--- config.mk ---
export PLATFORM = sky130hd
export DESIGN_NAME = logic_unit_pipe
export DESIGN_NICKNAME = d
export VERILOG_FILES = /design/src/rtl/logic_unit_pipe.sv
export SDC_FILE = /design/constraint.sdc
export NUM_CORES = 1
export LEC_CHECK = 0
export BUFFER_PORTS_ARGS = -buffer_cell sky130_fd_sc_hd__buf_2
export CAP_MARGIN = 10
export CORE_AREA = 4 4 135 137
export DETAILED_ROUTE_END_ITERATION = 8
export DIE_AREA = 0 0 139 141
export PLACE_DENSITY = 0.78
export SLEW_MARGIN = 20
export SYNTH_ARGS = -nofsm -noshare
export SYNTH_HDL_FRONTEND = slang
export SYNTH_SLANG_ARGS = --single-unit
--- constraint.sdc ---
create_clock -name clk -period 7.8 [get_ports clk]
set_input_delay 0 -clock clk [delete_from_list [all_inputs] [get_ports clk]]
set_output_delay 0 -clock clk [all_outputs]
set_load 0.01 [all_outputs]
--- src/rtl/logic_unit_pipe.sv ---
// Purpose: two-stage pipelined bitwise logic unit (8 ops) with zero/parity/popcount flags.
// Latency: 2 cycles from accept to out_valid; sustains 1 beat/cycle with out_ready high.
// Backpressure: valid/ready on both sides; in_ready is combinational from out_ready, 2 beats buffered.
//
// Ports:
//   clk, rst                      clock and synchronous active-high reset
//   in_valid/in_ready             operand stream handshake
//   in_a, in_b, in_op             operands and operation select
//                                 (000 AND, 001 OR, 010 XOR, 011 NOR,
//                                  100 NAND, 101 XNOR, 110 A&~B, 111 A)
//   out_valid/out_ready           result stream handshake
//   out_res, out_zero, out_par,
//   out_pop                       result, ==0 flag, XOR-reduction, count of ones
module logic_unit_pipe #(
  parameter int WIDTH = 32,
  localparam int CW = $clog2(WIDTH + 1)
) (
  input  logic             clk,
  input  logic             rst,
  input  logic             in_valid,
  output logic             in_ready,
  input  logic [WIDTH-1:0] in_a,
  input  logic [WIDTH-1:0] in_b,
  input  logic [2:0]       in_op,
  output logic             out_valid,
  input  logic             out_ready,
  output logic [WIDTH-1:0] out_res,
  output logic             out_zero,
  output logic             out_par,
  output logic [CW-1:0]    out_pop
);

  // Stage 1: captured operands
  logic             v1;
  logic [WIDTH-1:0] a1;
  logic [WIDTH-1:0] b1;
  logic [2:0]       op1;

  // Stage 2 valid; stage 2 data lives directly in the out_* registers
  logic             v2;

  logic             adv2;
  logic             accept;
  logic [WIDTH-1:0] res1;
  logic [CW-1:0]    pop1;

  // S2 loads whenever S1 has a beat and S2 is empty or draining this cycle.
  assign adv2      = v1 & (~v2 | out_ready);
  // S1 can take a new beat if it is empty or handing its beat to S2.
  assign in_ready  = ~rst & (~v1 | adv2);
  assign accept    = in_valid & in_ready;
  assign out_valid = v2;

  always_comb begin
    res1 = '0;
    case (op1)
      3'b000:  res1 = a1 & b1;
      3'b001:  res1 = a1 | b1;
      3'b010:  res1 = a1 ^ b1;
      3'b011:  res1 = ~(a1 | b1);
      3'b100:  res1 = ~(a1 & b1);
      3'b101:  res1 = ~(a1 ^ b1);
      3'b110:  res1 = a1 & ~b1;
      default: res1 = a1;
    endcase
  end

  always_comb begin
    pop1 = '0;
    for (int i = 0; i < WIDTH; i++) begin
      pop1 = pop1 + CW'(res1[i]);
    end
  end

  // Operand registers only load on an accepted beat, so garbage on the
  // inputs while in_valid is low never reaches state.
  always_ff @(posedge clk) begin
    if (rst) begin
      v1  <= 1'b0;
      a1  <= '0;
      b1  <= '0;
      op1 <= '0;
    end else begin
      if (in_ready) begin
        v1 <= in_valid;
      end
      if (accept) begin
        a1  <= in_a;
        b1  <= in_b;
        op1 <= in_op;
      end
    end
  end

  // Outputs only change on adv2, so they hold while stalled (v2 & ~out_ready).
  always_ff @(posedge clk) begin
    if (rst) begin
      v2       <= 1'b0;
      out_res  <= '0;
      out_zero <= 1'b1;
      out_par  <= 1'b0;
      out_pop  <= '0;
    end else begin
      if (adv2) begin
        v2       <= 1'b1;
        out_res  <= res1;
        out_zero <= (res1 == '0);
        out_par  <= ^res1;
        out_pop  <= pop1;
      end else if (out_ready) begin
        v2 <= 1'b0;
      end
    end
  end

endmodule
==> summary.log, run 1 <==
[layout] count of non-filler cells in the finished layout 1356
[placed_design] final RePlAce weighted congestion 0.928
[critical_path] crit path launch type flop
[layout] Post-layout nets 1340
[detailed_routing] DRT antenna net count 0
[sta] min cycle time layout 6.85 ns
[critical_path] Worst Setup End Kind flop
[global_routing] first-pass GRT wire length 35500 um
[clocking] H-Tree Level Count 3
[synthesis] number of instances in the synthesized netlist 992
[clocking] clock tree from TritonCTS built
[power] largest vdd supply drop 0.000450 V
[power] PwrDens 269 nW/um2
[sta] slew at the pin with the worst max-slew slack 0.930 ns
[detailed_routing] count of TritonRoute iterations in the first routing pass 5
[detailed_routing] drt wl/cell 16.1 um
[floorplanning] I/O pin count 113
[synthesis] post-synth net total 1206
[global_routing] global-route total usage across every layer 22.2%
[synthesis] distinct cell type count after synthesis 52
[synthesis] main area contributors after synthesis dfxtp_1 25%, ha_1 17%, nand2_1 6.1%, o31ai_1 5.7%, fa_1 5.5%
[global_routing] global route total overflow 0
[layout] post-route cell area 10300 um2
[detailed_routing] Vias per Instance 5.41
[placed_design] dpl cell area 9310 um2
[critical_path] critical path required time 8.09 ns
[detailed_routing] sum of routed wire length over all layers 21900 um
[floorplanning] core box area 17100 um2
[floorplanning] Die Y-Extent 141 um
[floorplanning] initial core utilization 51.4%
[detailed_routing] drt drc 0
[synthesis] synthesized area 8760 um2
[placed_design] number of port buffers 112
[job] number of maximum-capacitance violations 0
[floorplanning] die width 139 um
[sta] TNS Setup 0 ns
[sta] tightest hold margin 0.126 ns
[synthesis] cell taking the most area after synthesis dfxtp_1
[clocking] clk slew on worst S/H paths 0.07 ns
[sta] final slew viol count 0
[floorplanning] die area 19600 um2
[clocking] Max clock buf depth 2
[placed_design] total placed cells including tap cells 1272
[critical_path] Crit Path Max Fanout 72
[global_routing] via count of the first global-routing pass 7009
[critical_path] start-to-end type of the worst setup path flop to flop
[synthesis] share of the yosys chip area belonging to registers 24.9%
[detailed_routing] vias after detailed routing 7333
[sta] Max transition margin 38.0%
[run_status] status complete, no violations
[power] leakage component of the power 4.54 nW
[clocking] number of gates given a new drive strength after cts 0
[sta] total count of hold-check failures in the final report 0
[synthesis] average instance area after synthesis 8.83 um2
[layout] fraction of layout cells with a size suffix above 1 17.1%
[layout] Layout Utilization 60.4%
[clocking] Root Buffer Master clkbuf_16
[floorplanning] number of core rows 48
[hold_path] hold crit path type input pin to flop
[clocking] number of clock sinks seen by CTS 109
[sta] worst clock skew 0.00667 ns
[global_routing] largest net degree at the start of global routing 96
[layout] Ant. Diodes 0
[sta] setup repair after global routing missed its margin no
[synthesis] share of the synthesized area in the top cell type 24.9%
[clocking] worst-skew pair later-pin latency 0.36 ns
[critical_path] worst endpoint data arrival time 7.14 ns
[global_routing] antenna violations before repair 0
[sta] Final Cycle Share 87.8%
[synthesis] Yosys reg bits 109
[layout] layout overhead on the synthesized area 17.6%
[sta] number of setup violations in the final report 0
[synthesis] YS warnings 0
[detailed_routing] Detailed Route Iter0 Violations 515
[placed_design] detailed-placement wirelength estimate 15600 um
[clocking] number of buffers added by the clock tree synthesis step 9
[sta] max frequency 146 MHz
## flip-flops by register name, summed over array words and instances, names as in the netlist
register,cells
op1,3
b1,32
a1,32
out_valid,1
v1,1
out_pop,6
out_par,1
out_res,32
out_zero,1
## Yosys cell counts, drive strengths merged
library cell	n
xnor2	32
nor2	21
nor3	3
dfxtp	109
nand2b	13
o221ai	8
o21a	1
nor2b	18
a22oi	4
o21ai	62
o31ai	68
ha	119
a21oi	43
a21o	1
xor2	12
clkbuf	26
o31a	4
nand2	143
or4	1
and2	8
a211o	4
mux2i	31
fa	24
o21ba	6
a32oi	2
o211ai	18
clkinv	1
inv	113
a211oi	8
nand4	4
or3	4
buf	43
mux2	12
mux4	16
a2bb2oi	4
nand3b	5
and2b	1
## through the flow
stage                     setup WS, ns  power, mW
after CTS                        0.987       2.77
after detailed placement          1.01       2.25
after floorplan                   1.83       1.90
final                            0.949       2.77
after global placement            1.29       2.16
after global routing             0.598       3.06
## final timing paths
path	cells past startpoint	slack, ns	to	from
worst max register to register	18	0.95	out_pop[4]$_SDFFE_PP0P_	op1[1]$_SDFFE_PP0P_
worst min register to register	2	0.45	out_pop[3]$_SDFFE_PP0P_	out_pop[3]$_SDFFE_PP0P_
worst min-delay path	4	0.13	out_valid$_SDFFE_PP0P_	out_ready
worst max-delay path	18	0.95	out_pop[4]$_SDFFE_PP0P_	op1[1]$_SDFFE_PP0P_
## routing by layer
layer / global-route usage, % / vias to the layer above / share of wire, %
met5: 0 / - / 0
met1: 29.9 / 3444 / 45
met2: 35.3 / 230 / 45
li1: - / 3625 / -
met3: 5.26 / 34 / 7.3
met4: 7.62 / 0 / 2.1
## cell families after synthesis
| kind of cell | share of synthesized area (%) |
|---|---|
| AOI/OAI and AO/OA | 18.4 |
| and+or+nand+nor | 11.2 |
| buffers and inverters | 9.45 |
| adders and majority gates | 22.5 |
| DFF | 24.9 |
| muxes | 9.20 |
| xor gates and xnor gates | 4.40 |
## final cells by class
| class | instances | area [um2] |
|---|---|---|
| repair buffers | 192 | 1330 |
| multi-input cells | 700 | 5760 |
| well taps | 225 | 282 |
| fillers | 1476 | 6750 |
| flip-flops and latches | 109 | 2190 |
| inverters | 114 | 428 |
| clock buffers | 11 | 264 |
| clock inverters | 5 | 56.3 |
## report_power, final
group / internal, mW / total [mW] / leakage (nW) / switching (mW)
combinational: 0.759 / 1.63 / 3.49 / 0.868
sequential: 0.603 / 0.649 / 0.898 / 0.0461
clock: 0.277 / 0.494 / 0.157 / 0.217
## worst max-delay path, stage by stage, from the launching register on
cell	delay (ns)
dfxtp_4	0.92
and2_4	0.30
nand2_2	0.47
o21ai_0	0.57
fa_1	0.53
fa_1	0.51
inv_1	0.05
fa_1	0.50
fa_1	0.58
fa_1	0.44
fa_1	0.53
ha_1	0.17
inv_1	0.06
fa_1	0.43
nor2b_1	0.18
o21a_1	0.15
nor3_1	0.05
nand3b_1	0.15
a21oi_1	0.14
## placed cells by master, fill, tap and decap left out, types with 5 or more instances in the layout
master / instances
a211oi_1: 8
a21oi_1: 38
a21oi_2: 5
buf_2: 111
buf_4: 13
clkbuf_16: 10
dfxtp_1: 107
dlygate4sd3_1: 68
fa_1: 24
ha_1: 119
inv_1: 108
inv_2: 5
mux2_1: 5
mux2_2: 7
mux2i_1: 31
mux4_2: 16
nand2_1: 142
nand2b_1: 13
nand3b_1: 5
nor2_1: 21
nor2b_1: 17
o211ai_1: 12
o211ai_2: 6
o21ai_0: 49
o21ai_1: 6
o21ai_2: 7
o21ba_1: 6
o221ai_1: 8
o31ai_1: 67
xnor2_1: 32
xor2_1: 12
## timing repair
| item | CTS | global route |
|---|---|---|
| buffers inserted | 0 | 0 |
| setup endpoints to repair | 0 | 0 |
| hold buffers | 68 | 0 |
| endpoints found under the hold margin | 68 | 0 |
Note: power is estimated with default switching activity, not from simulation.
==> inputs of run 2 (changes only) <==
--- a/config.mk
+++ b/config.mk
@@ -8,6 +8,7 @@
 export BUFFER_PORTS_ARGS = -buffer_cell sky130_fd_sc_hd__buf_2
 export CAP_MARGIN = 10
 export CORE_AREA = 4 4 135 137
+export CTS_BUF_LIST = sky130_fd_sc_hd__clkbuf_8
 export DETAILED_ROUTE_END_ITERATION = 8
 export DIE_AREA = 0 0 139 141
 export PLACE_DENSITY = 0.78
==> run 2 against run 1 <==
  * Worst hold slack got worse by 0.031 ns
  * Highest routed layer unchanged
  * Via count decreased by 0.31%
  * Critical path depth unchanged
  * Core utilization decreased by 0.56 points
  * Clock power decreased by 21%
  * Sequential share of layout area increased by 0.20 points
  * Final cell count unchanged
  * Total power decreased by 3.9%
==> summary.log, run 2 (same netlist as run 1, synthesis figures left out) <==
[run_status] status complete, no violations
[sta] tightest hold margin 0.0949 ns [-0.0314 ns]
[placed_design] dpl cell area 9310 um2 [unchanged]
[power] leakage component of the power 4.50 nW [-0.98%]
[power] PwrDens 261 nW/um2 [-3.0%]
[layout] area taken by multi-input logic gates 5760 um2 [unchanged]
[layout] area taken by flip-flops and latches 2190 um2 [unchanged]
[sta] slew at the pin with the worst max-slew slack 0.928 ns [-0.00227 ns]
[global_routing] global route total overflow 0 [unchanged]
[critical_path] count of buffer and inverter cells on the critical path 2 [unchanged]
[detailed_routing] count of TritonRoute iterations in the first routing pass 5 [unchanged]
[sta] setup ws final 0.947 ns [-0.00258 ns]
[sta] total count of hold-check failures in the final report 0 [unchanged]
[detailed_routing] Vias per Instance 5.39 [-0.31%]
[clocking] number of clock sinks seen by CTS 109 [unchanged]
[floorplanning] initial core utilization 51.4% [unchanged]
[detailed_routing] Detailed Route Iter0 Violations 599 [+16%]
[placed_design] worst-case setup slack after placement 1.01 ns [unchanged]
[detailed_routing] DRT antenna net count 0 [unchanged]
[critical_path] start-to-end type of the worst setup path flop to flop
[layout] fillers 1495 [+1.3%]
[sta] Max transition margin 38.2% [+0.15 points]
[sta] min cycle time layout 6.85 ns [+0.00258 ns]
[clocking] number of gates given a new drive strength after cts 0 [unchanged]
[clocking] Root Buffer Master clkbuf_8
[floorplanning] I/O pin count 113 [unchanged]
[placed_design] total placed cells including tap cells 1272 [unchanged]
[global_routing] global-route total usage across every layer 22.1% [-0.086 points]
[placed_design] detailed-placement wirelength estimate 15600 um [unchanged]
[layout] Post-layout nets 1340 [unchanged]
[sta] TNS Setup 0 ns [unchanged]
[sta] worst clock skew 0.00926 ns [+0.00259 ns]
[sta] Final Cycle Share 87.9% [about the same]
[global_routing] first-pass GRT wire length 35400 um [-0.21%]
[critical_path] worst endpoint data arrival time 7.17 ns [+0.03 ns]
[floorplanning] core box area 17100 um2 [unchanged]
[floorplanning] die area 19600 um2 [unchanged]
[layout] Ant. Diodes 0 [unchanged]
[floorplanning] number of core rows 48 [unchanged]
[critical_path] delay-heaviest family, CP adder cells
[layout] most common cell after layout, fill and taps aside nand2_1
[clocking] number of buffers added by the clock tree synthesis step 9 [unchanged]
[sta] final slew viol count 0 [unchanged]
[detailed_routing] drt wl/cell 16.0 um [-0.80%]
[detailed_routing] sum of routed wire length over all layers 21700 um [-0.80%]
[critical_path] Crit Path Max Fanout 72 [unchanged]
[clocking] H-Tree Level Count 3 [unchanged]
[layout] layout overhead on the synthesized area 16.5%
[sta] setup repair after global routing missed its margin no
[placed_design] final RePlAce weighted congestion 0.928 [unchanged]
[job] number of maximum-capacitance violations 0 [unchanged]
[power] largest vdd supply drop 0.000449 V [-0.31%]
[sta] number of setup violations in the final report 0 [unchanged]
[sta] max frequency 146 MHz [about the same]
[layout] fraction of layout cells with a size suffix above 1 17.1% [unchanged]
[critical_path] cell chain of the critical path and2_4, nand2_2, o21ai_0, fa_1, fa_1, inv_1, fa_1, fa_1, fa_1, fa_1, ha_1, inv_1, fa_1, nor2b_1, o21a_1, nor3_1, nand3b_1, a21oi_1
[layout] post-route cell area 10200 um2 [-0.94%]
[clocking] clk slew on worst S/H paths 0.10 ns [+0.03 ns]
[global_routing] largest net degree at the start of global routing 96 [unchanged]
[layout] commonest non-fill, non-tap cells in the layout 142 x nand2_1, 119 x ha_1, 111 x buf_2
[critical_path] most used cell, CP fa_1
[floorplanning] die width 139 um [unchanged]
[global_routing] antenna violations before repair 0 [unchanged]
[clocking] worst-skew pair later-pin latency 0.39 ns [+0.03 ns]
[critical_path] Worst Setup End Kind flop
[detailed_routing] drt drc 0 [unchanged]
[critical_path] highest cell delay on the worst timing path 0.93 ns [about the same]
[floorplanning] Die Y-Extent 141 um [unchanged]
[clocking] Max clock buf depth 2 [unchanged]
[global_routing] via count of the first global-routing pass 6967 [-0.60%]
[hold_path] hold crit path type input pin to flop
[critical_path] standard cell with the maximum stage delay on the critical path dfxtp_4
[critical_path] crit path launch type flop
[critical_path] critical path required time 8.12 ns [+0.03 ns]
[placed_design] number of port buffers 112 [unchanged]
[layout] count of non-filler cells in the finished layout 1356 [unchanged]
[detailed_routing] vias after detailed routing 7310 [-0.31%]
[clocking] clock tree from TritonCTS built
[layout] leading registers by flop count a1: 32 flops, b1: 32 flops, out_res: 32 flops
-- run 2: through the flow --
| step | utilization, % | total power, mW |
|---|---|---|
| final | 59.9 | 2.66 |
| after global routing | 59.9 | 2.96 |
| after CTS | 59.9 | 2.67 |
| after detailed placement | 54.6 | 2.25 |
| after global placement | 54.6 | 2.16 |
| after floorplan | - | 1.90 |
-- run 2: tightest hold or removal path, cell delays in order --
cell	delay, ns
buf_2	0.07
and2b_1	0.22
nor2_1	0.11
nor2_1	0.04
-- run 2: final timing paths --
kind                      startpoint                 endpoint  slack (ns)  cells past startpoint
min reg2reg  out_pop[3]$_SDFFE_PP0P_  out_pop[3]$_SDFFE_PP0P_        0.45                      2
min                        out_ready   out_valid$_SDFFE_PP0P_        0.09                      4
max              op1[1]$_SDFFE_PP0P_  out_pop[4]$_SDFFE_PP0P_        0.95                     18
max reg2reg      op1[1]$_SDFFE_PP0P_  out_pop[4]$_SDFFE_PP0P_        0.95                     18
-- run 2: per-layer routing --
layer / vias to the layer above / GRT usage, % / wire length, um
met5: - / 0 / 0
met4: 0 / 7.16 / 484
met3: 39 / 4.88 / 1400
met2: 222 / 35.0 / 9690
met1: 3421 / 30.3 / 10100
li1: 3628 / - / -
-- run 2: final cells by class --
| class | instances | share of cell area [%] |
|---|---|---|
| flip-flops and latches | 109 | 21.4 |
| repair buffers | 192 | 13.1 |
| clock inverters | 6 | 0.845 |
| well taps | 225 | 2.76 |
| inverters | 114 | 4.19 |
| clock buffers | 10 | 1.35 |
| multi-input cells | 700 | 56.4 |
-- run 2: repair_timing --
action / CTS / global route
hold buffers: 68 / 0
hold endpoints to repair: 68 / 0
setup buffers: 0 / 0
-- run 2: report_power, final --
group	switching, mW	leakage, nW	internal, mW
logic	0.864	3.49	0.758
clock network	0.200	0.112	0.189
registers	0.0460	0.898	0.603
total	1.11	4.50	1.55
